--- config.mk ---
export PLATFORM = sky130hd
export DESIGN_NAME = pin_entry_flat
export DESIGN_NICKNAME = d
export VERILOG_FILES = /design/src/rtl/pin_entry_if.sv /design/src/rtl/pin_entry.sv /design/src/flat_wrapper.sv
export SDC_FILE = /design/constraint.sdc
export NUM_CORES = 1
export LEC_CHECK = 0
export BUFFER_PORTS_ARGS = -buffer_cell sky130_fd_sc_hd__buf_2
export CORE_ASPECT_RATIO = 1.75
export CORE_UTILIZATION = 60
export CTS_CLUSTER_SIZE = 28
export DETAILED_ROUTE_END_ITERATION = 10
export PLACE_DENSITY = 0.76
export SLEW_MARGIN = 20
export SYNTH_ARGS = -nofsm -noshare
export SYNTH_HDL_FRONTEND = slang
export SYNTH_SLANG_ARGS = --single-unit
--- constraint.sdc ---
create_clock -name clk -period 3.4 [get_ports clk]
set_clock_uncertainty 0.2 [all_clocks]
set_input_delay 0.51 -clock clk [delete_from_list [all_inputs] [get_ports clk]]
set_output_delay 0.51 -clock clk [all_outputs]
set_load 0.01 [all_outputs]
--- src/rtl/pin_entry_if.sv ---
// Switch inputs and code handshake between the PIN entry front end and its consumer.
interface pin_entry_if;
    logic [3:0]  digit_sw;
    logic        enter_sw;
    logic        clear_sw;
    logic        code_ack;
    logic [15:0] code;
    logic        code_valid;
    logic [2:0]  digit_count;
    logic        digit_err;
    logic        timeout;

    modport master (
        output digit_sw, enter_sw, clear_sw, code_ack,
        input  code, code_valid, digit_count, digit_err, timeout
    );

    modport slave (
        input  digit_sw, enter_sw, clear_sw, code_ack,
        output code, code_valid, digit_count, digit_err, timeout
    );
endinterface

--- src/rtl/pin_entry.sv ---
// PIN entry front end: debounces enter/clear, collects four BCD digits and presents
// the finished code with a valid/ack handshake.
module pin_entry #(
    parameter int unsigned DEB_CYCLES     = 1000000,
    parameter int unsigned TIMEOUT_CYCLES = 250000000
) (
    input logic        clk,
    input logic        rst,
    pin_entry_if.slave pin_if
);
    localparam int unsigned DebMax = (DEB_CYCLES > 0) ? DEB_CYCLES - 1 : 0;
    localparam int unsigned DebW   = (DEB_CYCLES > 1) ? $clog2(DEB_CYCLES) : 1;
    localparam int unsigned TmoMax = (TIMEOUT_CYCLES > 0) ? TIMEOUT_CYCLES - 1 : 0;
    localparam int unsigned TmoW   = (TIMEOUT_CYCLES > 1) ? $clog2(TIMEOUT_CYCLES) : 1;

    typedef enum logic [1:0] {StIdle, StCollect, StPresent} state_e;

    // Channel 0 is enter, channel 1 is clear.
    logic [1:0]            sync1_q, sync2_q;
    logic [1:0]            deb_q, deb_d;
    logic [1:0]            armed_q, armed_d;
    logic [1:0]            vld_q;
    logic [1:0]            rise;
    logic [1:0][DebW-1:0]  dcnt_q, dcnt_d;

    state_e                state_q, state_d;
    logic [15:0]           code_q, code_d;
    logic [2:0]            count_q, count_d;
    logic                  err_q, err_d;
    logic                  tmo_q, tmo_d;
    logic [TmoW-1:0]       tcnt_q, tcnt_d;

    logic                  enter_rise, clear_rise, digit_ok, tmo_hit;

    // An edge is only reported once the synchronized level has been seen low after
    // reset, so a switch held through reset release does not count as a press.
    always_comb begin
        deb_d   = deb_q;
        dcnt_d  = '0;
        rise    = '0;
        armed_d = armed_q | ({2{vld_q[1]}} & ~sync2_q);
        for (int i = 0; i < 2; i++) begin
            if (sync2_q[i] != deb_q[i]) begin
                if (dcnt_q[i] >= DebW'(DebMax)) begin
                    deb_d[i] = sync2_q[i];
                    rise[i]  = sync2_q[i] & armed_q[i];
                end else begin
                    dcnt_d[i] = dcnt_q[i] + 1'b1;
                end
            end
        end
    end

    always_ff @(posedge clk) begin
        if (rst) begin
            sync1_q <= '0;
            sync2_q <= '0;
            deb_q   <= '0;
            armed_q <= '0;
            vld_q   <= '0;
            dcnt_q  <= '0;
        end else begin
            sync1_q <= {pin_if.clear_sw, pin_if.enter_sw};
            sync2_q <= sync1_q;
            deb_q   <= deb_d;
            armed_q <= armed_d;
            vld_q   <= {vld_q[0], 1'b1};
            dcnt_q  <= dcnt_d;
        end
    end

    assign enter_rise = rise[0];
    assign clear_rise = rise[1];
    assign digit_ok   = (pin_if.digit_sw <= 4'd9);
    assign tmo_hit    = (TIMEOUT_CYCLES != 0) && (tcnt_q == TmoW'(TmoMax));

    always_comb begin
        state_d = state_q;
        code_d  = code_q;
        count_d = count_q;
        err_d   = 1'b0;
        tmo_d   = 1'b0;
        tcnt_d  = tcnt_q;
        unique case (state_q)
            StIdle, StCollect: begin
                if (clear_rise) begin
                    code_d  = '0;
                    count_d = '0;
                    tcnt_d  = '0;
                    state_d = StIdle;
                end else if (enter_rise && digit_ok) begin
                    code_d  = {code_q[11:0], pin_if.digit_sw};
                    count_d = count_q + 3'd1;
                    tcnt_d  = '0;
                    state_d = (count_q == 3'd3) ? StPresent : StCollect;
                end else begin
                    err_d = enter_rise;
                    if (state_q == StCollect && TIMEOUT_CYCLES != 0) begin
                        if (tmo_hit) begin
                            code_d  = '0;
                            count_d = '0;
                            tcnt_d  = '0;
                            tmo_d   = 1'b1;
                            state_d = StIdle;
                        end else begin
                            tcnt_d = tcnt_q + 1'b1;
                        end
                    end
                end
            end
            StPresent: begin
                if (pin_if.code_ack) begin
                    code_d  = '0;
                    count_d = '0;
                    tcnt_d  = '0;
                    state_d = StIdle;
                end
            end
            default: state_d = StIdle;
        endcase
    end

    always_ff @(posedge clk) begin
        if (rst) begin
            state_q <= StIdle;
            code_q  <= '0;
            count_q <= '0;
            err_q   <= 1'b0;
            tmo_q   <= 1'b0;
            tcnt_q  <= '0;
        end else begin
            state_q <= state_d;
            code_q  <= code_d;
            count_q <= count_d;
            err_q   <= err_d;
            tmo_q   <= tmo_d;
            tcnt_q  <= tcnt_d;
        end
    end

    assign pin_if.code        = code_q;
    assign pin_if.code_valid  = (state_q == StPresent);
    assign pin_if.digit_count = count_q;
    assign pin_if.digit_err   = err_q;
    assign pin_if.timeout     = tmo_q;
endmodule

--- src/flat_wrapper.sv ---
// flat-port wrapper written by rule: the top's interface ports become plain ports
module pin_entry_flat 
#(
    parameter int unsigned DEB_CYCLES     = 1000000,
    parameter int unsigned TIMEOUT_CYCLES = 250000000
)
  (clk, rst, pin_if_digit_sw, pin_if_enter_sw, pin_if_clear_sw, pin_if_code_ack, pin_if_code, pin_if_code_valid, pin_if_digit_count, pin_if_digit_err, pin_if_timeout);
  pin_entry_if pin_if_i ();
  input logic clk;
  input logic rst;
  input wire logic [$bits(pin_if_i.digit_sw)-1:0] pin_if_digit_sw;
  input wire logic [$bits(pin_if_i.enter_sw)-1:0] pin_if_enter_sw;
  input wire logic [$bits(pin_if_i.clear_sw)-1:0] pin_if_clear_sw;
  input wire logic [$bits(pin_if_i.code_ack)-1:0] pin_if_code_ack;
  output wire logic [$bits(pin_if_i.code)-1:0] pin_if_code;
  output wire logic [$bits(pin_if_i.code_valid)-1:0] pin_if_code_valid;
  output wire logic [$bits(pin_if_i.digit_count)-1:0] pin_if_digit_count;
  output wire logic [$bits(pin_if_i.digit_err)-1:0] pin_if_digit_err;
  output wire logic [$bits(pin_if_i.timeout)-1:0] pin_if_timeout;
  assign pin_if_i.digit_sw = pin_if_digit_sw;
  assign pin_if_i.enter_sw = pin_if_enter_sw;
  assign pin_if_i.clear_sw = pin_if_clear_sw;
  assign pin_if_i.code_ack = pin_if_code_ack;
  assign pin_if_code = pin_if_i.code;
  assign pin_if_code_valid = pin_if_i.code_valid;
  assign pin_if_digit_count = pin_if_i.digit_count;
  assign pin_if_digit_err = pin_if_i.digit_err;
  assign pin_if_timeout = pin_if_i.timeout;
  pin_entry #(.DEB_CYCLES(DEB_CYCLES), .TIMEOUT_CYCLES(TIMEOUT_CYCLES)) u_core (.clk(clk), .rst(rst), .pin_if(pin_if_i));
endmodule
# Yosys cells after proc, flatten, opt, wreduce, memory -nomap -nowiden
# Index checks and enable logic that the tools add are counted.
word_totals:
  ff_bits: 101
  latch_bits: 0
  ram_bits: 0
  rom_bits: 0
  in_bits: 9
  output_inout_bits: 22
  word_cells: 84
  memories: 0
classes:
  n_addsub: 4
  n_mul: 0
  div: 0
  order_cmp: 3
  eq_ne: 9
  shifts: 0
  mux: 31
  bitwise_logic: 9
  reduce_logical: 13
op_table:
  columns: ["op", "count"]
  rows:
  - ["2-to-1 mux 28 bit", 5]
  - ["2-to-1 mux 16 bit", 5]
  - ["case mux 28 bit (2 select lines)", 1]
  - ["adder 20 x 1 -> 20 bit (second input constant)", 2]
  - ["greater-or-equal comparator 20 bit (second input constant)", 2]
  - ["case mux 16 bit (2 select lines)", 1]
  - ["adder 28 x 1 -> 28 bit (second input constant)", 1]
  - ["equality test 28 bit (second input constant)", 1]
  - ["2-to-1 mux 3 bit", 5]
  - ["2-to-1 mux 2 bit", 6]
  - ["inequality test 4 x 1 -> 1 bit (second input constant)", 2]
  - ["2-to-1 mux 1 bit", 6]
  - ["case mux 3 bit (2 select lines)", 1]
  - ["AND reduction 3 bit", 2]
  - ["OR reduction 3 bit", 2]
  - ["OR reduction 5 bit", 1]
  - ["less-or-equal comparator 4 bit (second input constant)", 1]
  - ["inverter 1 bit", 4]
  - ["case mux 2 bit (2 select lines)", 1]
  - ["AND reduction 2 bit", 2]
  - ["AND reduction 4 bit", 1]
  - ["OR reduction 4 bit", 1]
  - ["adder 3 x 1 -> 3 bit (second input constant)", 1]
  - ["equality test 3 x 2 -> 1 bit (second input constant)", 1]
  - ["12 further kinds", 14]

# Logic depth before layout (Yosys ltp)
logic_depth:
  ltp_word: 7
  mapped_depth: 9
  mapped_depth_nobuf: 7

# Worst setup path after synthesis
# OpenSTA, ideal clock, no wires.
synth_timing:
  path_type: "reg2reg"
  from: "register u_core.dcnt_q[31] (netlist name)"
  to: "register u_core.tcnt_q[16]"
  arrival_ns: 2.274
  slack_ns: 0.804
  stages_incl_launch_ff: 8
  n_path_buf: 1
  path_cell_list: "dfxtp_1 > or4_1 > a311o_1 > a21o_4 > a211oi_4 > nor2_1 > buf_4 > a221o_1"
synth_via:
  elab_chain_cells: 5
  elab_cells_between_ends: 7
  cone_classes: "1 x order compare; 1 x eq/ne; 4 x mux; 1 x reduce/logical"
synth_rtl:
  columns: ["element", "line", "text"]
  rows:
  - ["from (decl)", "pin_entry.sv:24", "logic [1:0][DebW-1:0] dcnt_q, dcnt_d;"]
  - ["from (signal assigned)", "pin_entry.sv:68", "dcnt_q <= dcnt_d;"]
  - ["greater-or-equal comparator 20 bit (*)", "pin_entry.sv:44", "if (dcnt_q[i] >= DebW'(DebMax)) begin"]
  - ["2-to-1 mux 1 bit (*)", "pin_entry.sv:44", null]
  - ["2-to-1 mux 1 bit (*)", "pin_entry.sv:43", "if (sync2_q[i] != deb_q[i]) begin"]
  - ["inequality test 4 x 1 -> 1 bit (no line) / 2-to-1 mux 28 bit (equally long branches)", null, null]
  - ["AND reduction 3 bit (no line) / case mux 28 bit (2 select lines) (equally long branches)", null, null]
  - ["to (signal assigned)", "pin_entry.sv:137", "tcnt_q <= tcnt_d;"]
  - ["to (decl)", "pin_entry.sv:31", "logic [TmoW-1:0] tcnt_q, tcnt_d;"]
# Every way passes the cells marked *; elsewhere a longest branch is shown, timed or not.
# A chain may end at the register's enable or synchronous reset.

# Final worst setup path
layout_timing:
  from: "register u_core.tcnt_q[21]"
  to: "register u_core.count_q[2] (netlist: u_core.pin_if.digit_count[2])"
layout_via:
  elab_chain_cells: 3
layout_rtl:
  columns: ["element", "line", "text"]
  rows:
  - ["equality test 28 bit", "pin_entry.sv:75", "assign tmo_hit = (TIMEOUT_CYCLES != 0) && (tcnt_q == TmoW'(TmoMax));"]
  - ["inequality test 4 x 1 -> 1 bit (no line)", null, null]
  - ["AND reduction 4 bit (no line)", null, null]
  - ["to (signal assigned)", "pin_entry.sv:134", "count_q <= count_d;"]
  - ["to (decl)", "pin_entry.sv:28", "logic [2:0] count_q, count_d;"]
# No other way between the ends.

==> out/results.md <==
| Parameter | Value | Unit |
|:---|:---|:---|
| Status | complete, no violations | - |
| DRC | 0 | - |
| H-Tree Depth | 3 | - |
| Syn. warnings | 0 | - |
| Fmax | 328 | MHz |
| Gate Count Post-Synth | 536 | - |
| Width of the chip | 69.7 | µm |
| CP top delay family | simple AND/OR/NAND/NOR gates | - |
| CP arrival | 3.09 | ns |
| Fraction of synthesized cell area taken by the top area cell type | 42.1 | % |
| Highest-count cells in the layout ignoring fill and taps | sky130_fd_sc_hd__dfxtp_1, sky130_fd_sc_hd__nor2_1, sky130_fd_sc_hd__nand2_1 | - |
| TritonCTS clock tree | done | - |
| Post-DR vias/cell | 6.31 | - |
| Number of different library cells in the post-synthesis netlist | 68 | - |
| Proportion of register bits with asynchronous set or reset after synthesis | 0 | % |
| Buffer type at the clock tree root | sky130_fd_sc_hd__clkbuf_16 | - |
| Top FF cell, synth | sky130_fd_sc_hd__dfxtp_1 | - |
| Initial antenna violation count | 0 | - |
| Relative slew slack | 51.3 | % |
| TritonCTS sink count | 101 | - |
| Fill cell instance count of the final layout | 646 | - |
| Post-route setup slack | 0.349 | ns |
| Flop and latch count out of synthesis | 101 | - |
| Crit share post-route | 89.7 | % |
| Number of synthesized flops with an enable pin | 0 | - |
| Clock buffer count from CTS | 9 | - |
| Hold WS | 0.169 | ns |
| ANT cells | 0 | - |
| CP required | 3.44 | ns |
| Final hold violations | 0 | - |
| Antenna-violating nets left | 0 | - |
| Path depth of the worst reg2reg path | 6 | - |
| First element of the critical path | u_core.tcnt_q[21] | - |
| Final HPWL from detailed placement | 7570 | µm |
| Boundary pin count | 31 | - |
| Stage delay of the slowest cell on the critical path | 0.49 | ns |
| Number of buffers and inverters on the critical path | 0 | - |
| Final wirelength | 10600 | µm |
| Setup repair after global routing missed its margin | false | - |
| Worst slack at placement | 0.283 | ns |
| Cell type contributing the most total cell area after synthesis | sky130_fd_sc_hd__dfxtp_1 | - |
| Pins Over Slew Limit | 0 | - |
| Clock slew at reported path FFs | 0.07 | ns |
| Leak | 2.05 | nW |
| Synthesized net count | 550 | - |
| Type of element capturing the critical path | flop | - |
| Std-Cell Core Area | 7670 | µm² |
| Most frequent standard cell in the layout excluding fill and tap cells | sky130_fd_sc_hd__dfxtp_1 | - |
| Pwr Density | 430 | nW/µm² |
| Leading post-synthesis cells by cell area | sky130_fd_sc_hd__dfxtp_1, sky130_fd_sc_hd__nor2_1, sky130_fd_sc_hd__xor2_1 | - |
| Largest net degree at the start of global routing | 34 | - |
| Clock Latency Late Sink | 0.35 | ns |
| Seq/Total Area, Yosys | 42.1 | % |
| WHS Path Cells | 2 | - |
| Sequence of cells on the critical path | or4bb_1 > nor4_2 > nand4_1 > a31oi_1 > nor2_1 > o41ai_1 | - |
| Post-cts resize count | 0 | - |
| Post-route standard cell area excluding fillers | 5350 | µm² |
| Vias in the first global route | 3831 | - |
| Nets | 580 | - |
| Mean area per synthesized cell | 8.97 | µm² |
| FP Rows | 42 | - |
| Type of element launching the critical path | flop | - |
| Number of setup violations in the final report | 0 | - |
| Type of the worst setup path | flop to flop | - |
| Endpoint of the worst hold-timing path | u_core.sync1_q[1] | - |
| Reg-to-Reg End | u_core.pin_if.digit_count[2] | - |
| Placer congestion estimate | 0.871 | - |
| Die boundary height | 120 | µm |
| Worst-margin pin slew | 0.726 | ns |
| First-pass GRT wire length | 17600 | µm |
| Detailed Route Iter0 Violations | 192 | - |
| Overflow left after global routing | 0 | - |
| Sum of negative setup slack | 0 | ns |
| Number of buffers inserted by port buffering | 30 | - |
| Die Outline Area | 8390 | µm² |
| Final core occ | 69.7 | % |
| Crit. path cell count | 6 | - |
| Count of TritonRoute iterations in the first routing pass | 4 | - |
| Combined global-route utilization of all metal layers | 25.9 | % |
| Layout Area Growth over Synthesis | 11.3 | % |
| RR Startpoint | u_core.tcnt_q[21] | - |
| Number of setup buffers added after CTS | 0 | - |
| Netlist area before placement | 4810 | µm² |
| Peak supply drop | 0.338 | mV |
| Count of vias placed by the detailed router | 4157 | - |
| Hold Crit Start | pin_if_clear_sw | - |
| Post-CTS Hold Fix Bufs | 0 | - |
| Area of placed instances | 5040 | µm² |
| Maximum fanout encountered on the critical timing path | 10 | - |
| Maximum clock insertion buffer count | 2 | - |
| CP max stage cell | sky130_fd_sc_hd__a31oi_1 | - |
| Fraction of layout instances using a drive strength above 1 | 15.8 | % |
| Type of the tightest min-delay check | input pin to flop | - |
| Initial standard-cell utilization of the core | 62.6 | % |
| Fin crit period | 3.05 | ns |
| Max_cap viols | 0 | - |
| Wire length per cell after detailed routing | 16.1 | µm |
| Worst reg2reg setup slack | 0.35 | ns |
==> per-layer routing <==
metal / track usage [%] / vias to the layer above / share of wire (%)
met2: 46.8 / 110 / 53
met4: 10.6 / 0 / 2.6
li1: - / 2049 / -
met5: 0 / - / 0
met3: 5.00 / 23 / 3.5
met1: 29.6 / 1975 / 41
==> worst register-to-register path, cell delays in order (launching register included) <==
cell	delay, ns
sky130_fd_sc_hd__dfxtp_1	0.48
sky130_fd_sc_hd__or4bb_1	0.46
sky130_fd_sc_hd__nor4_2	0.39
sky130_fd_sc_hd__nand4_1	0.23
sky130_fd_sc_hd__a31oi_1	0.50
sky130_fd_sc_hd__nor2_1	0.30
sky130_fd_sc_hd__o41ai_1	0.40
==> cells by family (layout without fill, tap and decap cells) <==
family                   after synthesis  count (layout)  share of synthesized area [%]
AND/OR/NAND/NOR                      261             261                           30.4
AO/OA/AOI/OAI                         91              91                           15.6
XOR/XNOR                              36              36                           6.56
flip-flops                           101             101                           42.1
multiplexers                           2               2                          0.443
adder cells (fa/ha/maj)                5               5                           1.30
buffers and inverters                 40              75                           3.64
==> area by class of cell <==
type	count	area (µm²)	share of cell area, %
Clock buffer	9	225	4.21
Inverter	19	71.3	1.33
Sequential cell	101	2020	37.8
Tap cell	88	110	2.06
Timing Repair Buffer	40	225	4.21
Clock inverter	7	87.6	1.64
Multi-Input combinational cell	395	2610	48.8
==> sequential cells by signal (all words and copies together), names as in the netlist <==
signal / cells
u_core.pin_if.code: 16
u_core.sync2_q: 2
u_core.state_q: 2
u_core.armed_q: 2
u_core.deb_q: 2
u_core.pin_if.digit_count: 3
u_core.sync1_q: 2
u_core.vld_q: 2
u_core.tcnt_q: 28
u_core.pin_if.timeout: 1
u_core.pin_if.digit_err: 1
u_core.dcnt_q: 40
==> cells in the mapped netlist (8+ instances only) <==
cell type,number
sky130_fd_sc_hd__nand2_1,32
sky130_fd_sc_hd__clkbuf_1,14
sky130_fd_sc_hd__or4_1,12
sky130_fd_sc_hd__xor2_1,22
sky130_fd_sc_hd__nor2b_1,9
sky130_fd_sc_hd__o31ai_1,12
sky130_fd_sc_hd__inv_1,19
sky130_fd_sc_hd__and4_1,10
sky130_fd_sc_hd__dfxtp_1,101
sky130_fd_sc_hd__nand3_1,27
sky130_fd_sc_hd__nor2_1,68
sky130_fd_sc_hd__nor3_1,12
sky130_fd_sc_hd__nor4_1,9
sky130_fd_sc_hd__xnor2_1,14
sky130_fd_sc_hd__nand4_1,27
sky130_fd_sc_hd__a41o_1,8
sky130_fd_sc_hd__and3_1,17
sky130_fd_sc_hd__a21oi_1,16
==> how the worst max path moves through the flow <==
stage / end / slack [ns]
5_1_grt: u_core.pin_if.digit_count[1] / 0.15
3_3_place_gp: u_core.pin_if.code[0] / 0.44
4_1_cts: u_core.pin_if.code[2] / 0.38
6_report: u_core.pin_if.digit_count[2] / 0.35
3_5_place_dp: u_core.pin_if.digit_count[1] / 0.28
2_1_floorplan: u_core.tcnt_q[16] / 0.80
==> per-stage QoR <==
step,power (mW),instances
floorplan,1.25,536
global placement,1.27,643
detailed placement,1.27,643
CTS,2.32,659
global route,2.38,659
finish,2.30,659
==> power breakdown <==
group / total, mW / internal, mW / leakage [nW] / switching (mW)
logic: 0.0493 / 0.0168 / 1.08 / 0.0325
clock network: 1.06 / 0.589 / 0.154 / 0.473
registers: 1.19 / 1.19 / 0.815 / 0.00305
Power figures use the tool's default switching activity.
